`src/rtl/spi_reg_bridge.sv`:
```
// spi_reg_bridge: turns SPI chip-select frames into auto-incrementing register-bus accesses
module spi_reg_bridge #(
  parameter int ADDR_WIDTH   = 7,
  parameter int READ_TIMEOUT = 16
) (
  input  logic                  clock,
  input  logic                  reset,
  input  logic                  active,
  input  logic                  in_data_valid,
  input  logic [7:0]            in_data,
  output logic                  out_data_valid,
  output logic [7:0]            out_data,
  input  logic                  out_data_ready,
  output logic [ADDR_WIDTH-1:0] bus_addr,
  output logic [7:0]            bus_wdata,
  output logic                  bus_write,
  output logic                  bus_read,
  input  logic [7:0]            bus_rdata,
  input  logic                  bus_rdata_valid,
  output logic                  error
);
  localparam int CW = $clog2(READ_TIMEOUT + 1);
  typedef enum logic [2:0] {IDLE, CMD, WRITE, READ_WAIT, READ_OFFER, READ_ARMED} state_t;
  state_t                r_state, w_next;
  logic [ADDR_WIDTH-1:0] r_addr;
  logic [7:0]            r_wdata, r_out_data;
  logic                  r_out_valid, r_write, r_read, r_error;
  logic [CW-1:0]         r_count;
  logic                  w_timeout;
  assign w_timeout      = r_count == CW'(READ_TIMEOUT);
  assign out_data_valid = r_out_valid;
  assign out_data       = r_out_data;
  assign bus_addr       = r_addr;
  assign bus_wdata      = r_wdata;
  assign bus_write      = r_write;
  assign bus_read       = r_read;
  assign error          = r_error;
  // state register
  always_ff @(posedge clock) begin
    if (reset) r_state <= IDLE;
    else r_state <= w_next;
  end
  // next state; a dropped chip select beats every other event
  always_comb begin
    w_next = r_state;
    if (!active) w_next = IDLE;
    else
      case (r_state)
        IDLE:       w_next = CMD;
        CMD:        if (in_data_valid) w_next = in_data[7] ? READ_WAIT : WRITE;
        READ_WAIT:  if (bus_rdata_valid || w_timeout) w_next = READ_OFFER;
        READ_OFFER: if (r_out_valid && out_data_ready) w_next = READ_ARMED;
        READ_ARMED: if (in_data_valid) w_next = READ_WAIT;
        default:    w_next = r_state;
      endcase
  end
  // datapath: bus strobes are one-cycle pulses, address advances after each access
  always_ff @(posedge clock) begin
    if (reset) begin
      r_addr      <= '0;
      r_wdata     <= '0;
      r_out_data  <= '0;
      r_out_valid <= 1'b0;
      r_write     <= 1'b0;
      r_read      <= 1'b0;
      r_error     <= 1'b0;
      r_count     <= '0;
    end else begin
      r_write <= 1'b0;
      r_read  <= 1'b0;
      if (r_write) r_addr <= r_addr + ADDR_WIDTH'(1);
      if (!active) begin
        r_out_valid <= 1'b0;
        r_count     <= '0;
      end else
        case (r_state)
          CMD: if (in_data_valid) begin
            r_addr  <= in_data[ADDR_WIDTH-1:0];
            r_read  <= in_data[7];
            r_count <= '0;
          end
          WRITE: if (in_data_valid) begin
            r_wdata <= in_data;
            r_write <= 1'b1;
          end
          READ_WAIT: begin
            r_count <= r_count + CW'(1);
            if (in_data_valid) r_error <= 1'b1;
            if (bus_rdata_valid) begin
              r_out_data  <= bus_rdata;
              r_out_valid <= 1'b1;
            end else if (w_timeout) begin
              r_out_data  <= 8'hFF;
              r_out_valid <= 1'b1;
              r_error     <= 1'b1;
            end
          end
          READ_OFFER: if (out_data_ready) r_out_valid <= 1'b0;
          READ_ARMED: if (in_data_valid) begin
            r_addr  <= r_addr + ADDR_WIDTH'(1);
            r_read  <= 1'b1;
            r_count <= '0;
          end
          default: r_count <= '0;
        endcase
    end
  end
endmodule

```
`config.mk`:
```
export PLATFORM = sky130hd
export DESIGN_NAME = spi_reg_bridge
export DESIGN_NICKNAME = d
export VERILOG_FILES = /design/src/rtl/spi_reg_bridge.sv
export SDC_FILE = /design/constraint.sdc
export NUM_CORES = 1
export LEC_CHECK = 0
export CAP_MARGIN = 20
export CORE_UTILIZATION = 30
export CTS_CLUSTER_DIAMETER = 80
export DETAILED_ROUTE_END_ITERATION = 16
export PLACE_DENSITY = 0.58
export SYNTH_ARGS = -nofsm -noshare
export SYNTH_HDL_FRONTEND = slang
export SYNTH_SLANG_ARGS = --single-unit
```
`constraint.sdc`:
```
create_clock -name clock -period 2.25 [get_ports clock]
set_clock_uncertainty 0.1 [all_clocks]
set_input_delay 0.225 -clock clock [delete_from_list [all_inputs] [get_ports clock]]
set_output_delay 0.225 -clock clock [all_outputs]
set_load 0.01 [all_outputs]
```
# After elaboration in Yosys (flattened, before gate mapping)
# Cells that the tools add are included.
[word_totals]
ff_bits = 35
in_bits = 22
output_inout_bits = 27
word_cells = 68
[classes]
add_sub_neg = 2
eq_ne = 13
mux = 25
n_bitwise = 3
reduce_logical = 16
[op_table]
columns = ["op", "count"]
rows = [
  ["$mux 7", 4],
  ["$mux 8", 2],
  ["$pmux 3 s5", 1],
  ["$pmux 5 s3", 1],
  ["$pmux 7 s2", 1],
  ["$mux 3", 4],
  ["$ne 2x2->1 const B", 5],
  ["$mux 1", 9],
  ["$reduce_and 3->1", 3],
  ["$add 7x1->7 const B", 1],
  ["$eq 3x2->1 const B", 2],
  ["$eq 3x3->1 const B", 2],
  ["$reduce_or 2->1", 3],
  ["$add 5x1->5 const B", 1],
  ["$eq 5x5->1 const B", 1],
  ["$mux 5", 1],
  ["$reduce_and 5->1", 1],
  ["$reduce_bool 5->1", 1],
  ["$pmux 1 s2", 2],
  ["$reduce_and 2->1", 2],
  ["$reduce_bool 2->1", 2],
  ["$eq 3x1->1 const B", 1],
  ["$logic_not 3->1", 1],
  ["$ne 3x3->1 const B", 1],
  ["5 further kinds", 7],
]

# Depth between registers and ports, before layout
# Gate-level depths: netlist of run 1.
[logic_depth]
depth_word = 5
depth_mapped = 7
depth_no_buf = 6

# Least setup slack after synthesis of run 1
# Ideal clock, no wire load.
[synth_timing]
path_kind = "reg-to-reg"
from = "register r_count[0]"
to = "register r_out_data[5], in the netlist out_data[5]"
setup_ps = 88
t_arrival_ps = 1372
t_required_ps = 2062
setup_slack_ps = 690
path_stages_with_launch = 8
path_buffers = 1
path_cell_list = "dfxtp_1 > inv_1 > ha_1 > nand4bb_2 > a21oi_4 > buf_6 > nor2_1 > a311oi_2"
[synth_via]
elab_chain_len = 3
[synth_rtl]
columns = ["element", "line", "rtl"]
rows = [
  ["start, declared", "28", "logic [CW-1:0] r_count;"],
  ["start signal, assigned", "87", "r_count <= r_count + CW'(1);"],
  ["$eq 5x5->1", "30", "assign w_timeout = r_count == CW'(READ_TIMEOUT);"],
  ["$reduce_bool 2->1 (no line)", "--", ""],
  ["$reduce_and 3->1 (no line)", "--", ""],
  ["end signal, assigned", "90", "r_out_data <= bus_rdata;"],
  ["end, declared", "26", "logic [7:0] r_wdata, r_out_data;"],
]
# Every way passes these cells.
# A chain may end at the register's enable or synchronous reset.

# Worst setup path in the final report of run 1
[layout_timing]
from = "register r_state[0]"
to = "register r_out_data[6], in the netlist out_data[6]"
[layout_via]
elab_chain_len = 2
[layout_rtl]
columns = ["element", "line", "rtl"]
rows = [
  ["start, declared", "24", "state_t r_state, w_next;"],
  ["start signal, assigned", "41", "else r_state <= w_next;"],
  ["$eq 3x2->1", "76", "case (r_state)"],
  ["$reduce_and 3->1 (no line)", "--", ""],
]
# Every way passes these cells.

==> metrics.yaml, run 1 <==
drt:
  routed_wirelength_um: 4880
  vias_per_cell: 4.98
  detail-route-antenna-nets: 0
  drcViolationCount: 0
  routedWlPerCell_um: 13.8
  vias: 1759
  drt_pass1_iterations: 4
  drtIter0Drc: 82
global_route:
  grt_antenna_before_repair: 0
  first_global_vias: 1584
  globalRouteTotalUtil_pct: 14.6
  grt_remaining_overflow: 0
  grt_start_max_net_pins: 20
  first_pass_grt_wire_length_um: 7460
cts:
  postCtsResizedCells: 0
  cts_htree_levels: 2
  clk_root_buffer_cell: "sky130_fd_sc_hd__clkbuf_8"
  cts_tree: "yes"
  cts.reportedPaths.clkPinSlew_ns: 0.07
  postCtsSetupRepairBufs: 0
  clock_insertion_delay_worst_skew_ns: 0.28
  max_buffers_root_to_sink: 2
  hold_buffers: 0
  cts_sinks: 35
  tritoncts.num_buffers: 5
critical_path:
  endpoint_kind: "register"
  critical_path_slowest_stage_cell: "sky130_fd_sc_hd__dfxtp_1"
  cp_num_buf_inv: 0
  critPathTopFamily: "flip-flops"
  timing.critical_path.fanout_max: 17
  critical_path_class: "reg2reg"
  worst_setup_path_start_kind: "register"
  crit_required_ns: 2.34
  crit_chain: "nand4b_1 > a21oi_4 > nor2_1 > a311oi_2"
  timing.critical_path.slowest_cell_delay_ns: 0.71
  arrival_ns: 2.01
timing:
  grt_setup_unrepaired: "false"
  final-hold-violation-count: 0
  smallest_hold_slack_ns: 0.394
  timing.final.setup_violations: 0
  post-route-min-period_ns: 1.92
  tightestPinTransition_ns: 0.600
  maxClockFrequency_ghz: 0.521
  timing.final.crit_share_pct: 85.4
  finalSetupTns_ns: 0
  slew-limit-headroom_pct: 60.0
  maxSlewViolCount: 0
die:
  area_of_the_core_sq_um: 6030
  chipWidth_um: 81.9
  fp.dieH_um: 81.9
  die-area_sq_um: 6700
  ios: 49
  std_cell_rows: 28
  start_util_pct: 31.8
yosys:
  syn_nets: 254
  yosys.area_share.simple_pct: 24.2
  synth_xor_area_share_pct: 2.75
  synth_ff_type: "sky130_fd_sc_hd__dfxtp_1"
  seq_area_frac_synth_pct: 36.6
  synth_compound_area_share_pct: 21.4
  postSynth.asyncResetShare_pct: 0
  synth.cell_area_sq_um: 1910
  netlist_top_cells_count: "sky130_fd_sc_hd__dfxtp_1, sky130_fd_sc_hd__nor2_1, sky130_fd_sc_hd__o21ai_0"
  combinational_family_with_the_most_area_after_synthesis: "simple AND/OR/NAND/NOR gates"
  synth_area_leaders: "sky130_fd_sc_hd__dfxtp_1, sky130_fd_sc_hd__nor2_1, sky130_fd_sc_hd__mux2i_1"
  synthMuxAreaShare_pct: 6.27
  yosys.cell_count.top_type: "sky130_fd_sc_hd__dfxtp_1"
  synth_cells: 229
  netlist-cell-type-count: 54
  yosysTopAreaCell: "sky130_fd_sc_hd__dfxtp_1"
  synth.ff_latch_count: 35
  syn-mean-instance-area_sq_um: 8.36
  synth_fa_ha_area_share_pct: 1.96
  ys_warn_count: 0
  synth.top_cell.area_share_pct: 36.6
  synth_edf_count: 0
cells_and_area:
  final_standard_cell_area_without_fillers_sq_um: 2590
  flow.area_growth_from_synthesis_pct: 35.2
  utilization_pct: 43.0
  n_antenna_cell: 0
  final_net_count: 302
  drive_above_1_share_pct: 8.99
placement:
  postPlaceCellArea_sq_um: 2470
  place.gp.congestion: 0.773
  dp_hpwl_um: 3560
  buffer_ports.inserted: 48
power_and_ir_drop:
  design_power_total_mw: 1.35
  peakVddDrop_uv: 264
  power.leakage_nw: 0.901
  powerDensity_nw_per_um2: 523
run_status:
  outcome: "complete, no violations"
worst_hold_path:
  min_path_type: "reg2reg"
job:
  maxCapViolations: 0
[worst register-to-register path, delay by kind of cell, from the launching register on]
kind,cells,cell delay [ns]
flops,1,0.71
simple gates,2,0.36
compound gates,2,0.66
[metrics by stage]
stage	instances	setup WS, ns
floorplan	229	0.690
CTS	353	0.340
global route	353	0.206
detailed placement	345	0.185
global placement	345	0.225
finish	353	0.329
[final cells by class]
| cell class | instances | area (sq um) |
|---|---|---|
| Clock buffer | 6 | 82.6 |
| Sequential cell | 35 | 701 |
| Fill cell | 618 | 3440 |
| Clock inverter | 2 | 35.0 |
| Tap cell | 75 | 93.8 |
| Multi-Input combinational cell | 165 | 1080 |
| Inverter | 14 | 52.6 |
| Timing Repair Buffer | 56 | 541 |
[routing by layer]
metal	up-vias	global-route usage (%)	share of wire, %
li1	916	-	-
met1	801	18.5	49
met2	40	24.2	46
met3	2	3.33	5.0
met4	0	4.74	0.31
met5	-	0	0
[sequential cells by signal, indices dropped and copies added, names as in the netlist]
register,cells
out_data,8
bus_wdata,8
error,1
r_state,3
r_count,5
bus_addr,7
out_data_valid,1
bus_read,1
bus_write,1
[power by group]
| group | total (mW) | internal (mW) | switching (mW) |
|---|---|---|---|
| Clock | 0.586 | 0.358 | 0.228 |
| Sequential | 0.637 | 0.625 | 0.0122 |
| Combinational | 0.131 | 0.0679 | 0.0634 |
[placed cells by master, fill, tap and decap left out, types with 5 or more instances in the layout]
cell type,n
sky130_fd_sc_hd__a21oi_1,14
sky130_fd_sc_hd__a311oi_1,6
sky130_fd_sc_hd__buf_4,8
sky130_fd_sc_hd__clkbuf_8,6
sky130_fd_sc_hd__clkdlybuf4s50_1,48
sky130_fd_sc_hd__dfxtp_1,35
sky130_fd_sc_hd__inv_1,14
sky130_fd_sc_hd__mux2i_1,12
sky130_fd_sc_hd__nand2_1,11
sky130_fd_sc_hd__nand3_1,5
sky130_fd_sc_hd__nor2_1,34
sky130_fd_sc_hd__nor3_1,5
sky130_fd_sc_hd__o21ai_0,15
[kinds of logic (layout without fill, tap and decap cells)]
kind of cell	after synthesis	count (layout)
xor+xnor	6	6
flops	35	35
simple gates	86	86
mux	12	12
fa+ha+maj	3	3
buf+inv	29	78
compound gates	58	58
[worst paths after layout]
kind                                    from           end  slack [ns]  cells after the start
worst max-delay path              r_state[0]   out_data[6]        0.33                      4
worst min-delay path            bus_wdata[6]  bus_wdata[6]        0.39                      2
worst max register to register    r_state[0]   out_data[6]        0.33                      4
worst min register to register  bus_wdata[6]  bus_wdata[6]        0.39                      2
Power figures use the tool's default switching activity.
==> run 2: changes to the inputs <==
--- a/config.mk
+++ b/config.mk
@@ -6,6 +6,7 @@
 export NUM_CORES = 1
 export LEC_CHECK = 0
 export CAP_MARGIN = 20
+export CORE_ASPECT_RATIO = 0.8
 export CORE_UTILIZATION = 30
 export CTS_CLUSTER_DIAMETER = 80
 export DETAILED_ROUTE_END_ITERATION = 16
==> run 2 against run 1 <==
Compared with the run above: power shrank 8.7%; setup slack improved by 0.098 ns; combinational power increased by 5%; utilization rose by 0.17 points; clock power is 21% lower; via count up 2.3%; critical path depth stayed put; sequential power barely moved; worst hold slack got worse by 0.00067 ns; register-to-register slack improved by 0.098 ns; maximum frequency increased by 5.4%; largest cell class unchanged.
==> metrics.yaml, run 2 (synthesis results as in run 1) <==
placement:
  postPlaceCellArea_sq_um: 2520  # was 2470 sq um
  place.detailed.instances: 356  # was 345
  place.gp.congestion: 0.778  # was 0.773
  buffer_ports.inserted: 48  # unchanged
  dp_hpwl_um: 3600  # was 3560 um
cts:
  cts.reportedPaths.clkPinSlew_ns: 0.07  # about the same
  cts_tree: "yes"  # unchanged
  cts_sinks: 35  # unchanged
  postCtsResizedCells: 0  # unchanged
  max_buffers_root_to_sink: 2  # unchanged
  clk_root_buffer_cell: "sky130_fd_sc_hd__clkbuf_8"  # unchanged
  cts_htree_levels: 2  # unchanged
  hold_buffers: 0  # unchanged
  postCtsSetupRepairBufs: 0  # unchanged
  tritoncts.num_buffers: 5  # unchanged
  clock_insertion_delay_worst_skew_ns: 0.28  # about the same
critical_path:
  r2r_end: "out_data[5]"  # was out_data[6]
  endpoint_kind: "register"  # unchanged
  critPathTopFamily: "flip-flops"  # unchanged
  critical_path_depth: 4  # unchanged
  worst_r2r_startpoint: "r_state[1]"  # was r_state[0]
  critPathLaunch: "r_state[1]"  # was r_state[0]
  critical_path_slowest_stage_cell: "sky130_fd_sc_hd__dfxtp_1"  # unchanged
  crit_required_ns: 2.34  # about the same
  critical_path_class: "reg2reg"  # unchanged
  arrival_ns: 1.92  # was 2.01 ns
  worst_setup_path_start_kind: "register"  # unchanged
  rrSetupSlack_ns: 0.43  # was 0.33 ns
  r2r.worst_path.cells: 4  # unchanged
  crit_chain: "nand4b_1 > a21oi_4 > nor2_1 > a311oi_2"  # unchanged
  cp_num_buf_inv: 0  # unchanged
  timing.critical_path.slowest_cell_delay_ns: 0.68  # was 0.71 ns
  endpoint: "out_data[5]"  # was out_data[6]
  timing.critical_path.fanout_max: 17  # unchanged
run_status:
  outcome: "complete, no violations"  # unchanged
cells_and_area:
  final_common_cell: "sky130_fd_sc_hd__clkdlybuf4s50_1"  # unchanged
  n_antenna_cell: 0  # unchanged
  fin_cells: 363  # was 353
  drive_above_1_share_pct: 10.3  # was 8.99%
  final_net_count: 307  # was 302
  flow.area_growth_from_synthesis_pct: 36.0  # was 35.2%
  final_standard_cell_area_without_fillers_sq_um: 2600  # was 2590 sq um
  layout.filler_cells: 606  # was 618
  most-common-layout-cells: "sky130_fd_sc_hd__clkdlybuf4s50_1, sky130_fd_sc_hd__dfxtp_1, sky130_fd_sc_hd__nor2_1"  # unchanged
drt:
  detail-route-antenna-nets: 0  # unchanged
  drtIter0Drc: 133  # was 82
  routed_wirelength_um: 4850  # was 4880 um
  drt_pass1_iterations: 5  # was 4
  drcViolationCount: 0  # unchanged
  routedWlPerCell_um: 13.4  # was 13.8 um
  vias: 1800  # was 1759
  vias_per_cell: 4.96  # was 4.98
timing:
  timing.final.setup_violations: 0  # unchanged
  timing.final.crit_share_pct: 81.0  # was 85.4%
  post-route-min-period_ns: 1.82  # was 1.92 ns
  finalSetupTns_ns: 0  # unchanged
  maxClockFrequency_ghz: 0.549  # was 0.521 GHz
  maxSlewViolCount: 0  # unchanged
  final-hold-violation-count: 0  # unchanged
  tightestPinTransition_ns: 0.564  # was 0.600 ns
  smallest_hold_slack_ns: 0.393  # was 0.394 ns
  grt_setup_unrepaired: "false"  # unchanged
  slew-limit-headroom_pct: 62.4  # was 60.0%
global_route:
  grt_start_max_net_pins: 18  # was 20
  grt_remaining_overflow: 0  # unchanged
  grt_antenna_before_repair: 0  # unchanged
  first_global_vias: 1580  # was 1584
  first_pass_grt_wire_length_um: 7980  # was 7460 um
  globalRouteTotalUtil_pct: 15.3  # was 14.6%
power_and_ir_drop:
  powerDensity_nw_per_um2: 475  # was 523 nW/um^2
  design_power_total_mw: 1.24  # was 1.35 mW
  peakVddDrop_uv: 184  # was 264 uV
  power.leakage_nw: 0.909  # was 0.901 nW
die:
  fp.dieH_um: 73.5  # was 81.9 um
  start_util_pct: 31.7  # was 31.8%
  std_cell_rows: 25  # was 28
  ios: 49  # unchanged
  area_of_the_core_sq_um: 6040  # was 6030 sq um
  chipWidth_um: 91.3  # was 81.9 um
  die-area_sq_um: 6710  # was 6700 sq um
worst_hold_path:
  min_path_type: "reg2reg"  # unchanged
job:
  maxCapViolations: 0  # unchanged
run 2: changes by cell type in the layout (fill, tap and decap cells not counted):
| cell | change |
|---|---|
| sky130_fd_sc_hd__bufinv_16 | -1 |
| sky130_fd_sc_hd__buf_4 | +5 |
run 2: area by class of cell:
type / count / area (sq um) / share of cell area [%]
Multi-Input combinational cell: 165 / 1080 / 41.6
Sequential cell: 35 / 701 / 26.9
Timing Repair Buffer: 61 / 578 / 22.2
Tap cell: 81 / 101 / 3.89
Clock buffer: 6 / 82.6 / 3.17
Inverter: 14 / 52.6 / 2.02
Clock inverter: 1 / 5.00 / 0.192
run 2: worst reg2reg max path, delay by kind of cell, from the launching register on:
family	cells	cell delay [ns]
AOI/OAI and AO/OA	2	0.63
and+or+nand+nor	2	0.32
DFF	1	0.68
run 2: metrics by stage:
stage	worst slack (ns)	util (%)
2_1_floorplan	0.690	-
3_3_place_gp	0.212	41.7
3_5_place_dp	0.235	41.7
4_1_cts	0.434	43.1
5_1_grt	0.242	43.1
6_report	0.427	43.1
run 2: per-layer routing:
layer  track usage (%)  wire, um
met1              22.5      2540
met4              5.82        57
met2              21.3      1910
met5                 0         0
met3              3.52       348
run 2: worst min path at each step:
stage                       from            to  slack [ns]  depth (start not counted)
CTS                 bus_rdata[3]   out_data[3]        0.40                          3
global route        bus_rdata[1]   out_data[1]        0.41                          3
detailed placement  bus_wdata[4]  bus_wdata[4]        0.38                          2
floorplan             in_data[7]      bus_read        0.25                          2
finish              bus_wdata[4]  bus_wdata[4]        0.39                          2
global placement    bus_wdata[5]  bus_wdata[5]        0.37                          2
run 2: power by group:
part / internal, mW / leakage, nW / switching, mW
Clock: 0.240 / 0.0470 / 0.222
Combinational: 0.0735 / 0.580 / 0.0639
Sequential: 0.625 / 0.282 / 0.0121
Total: 0.939 / 0.909 / 0.298
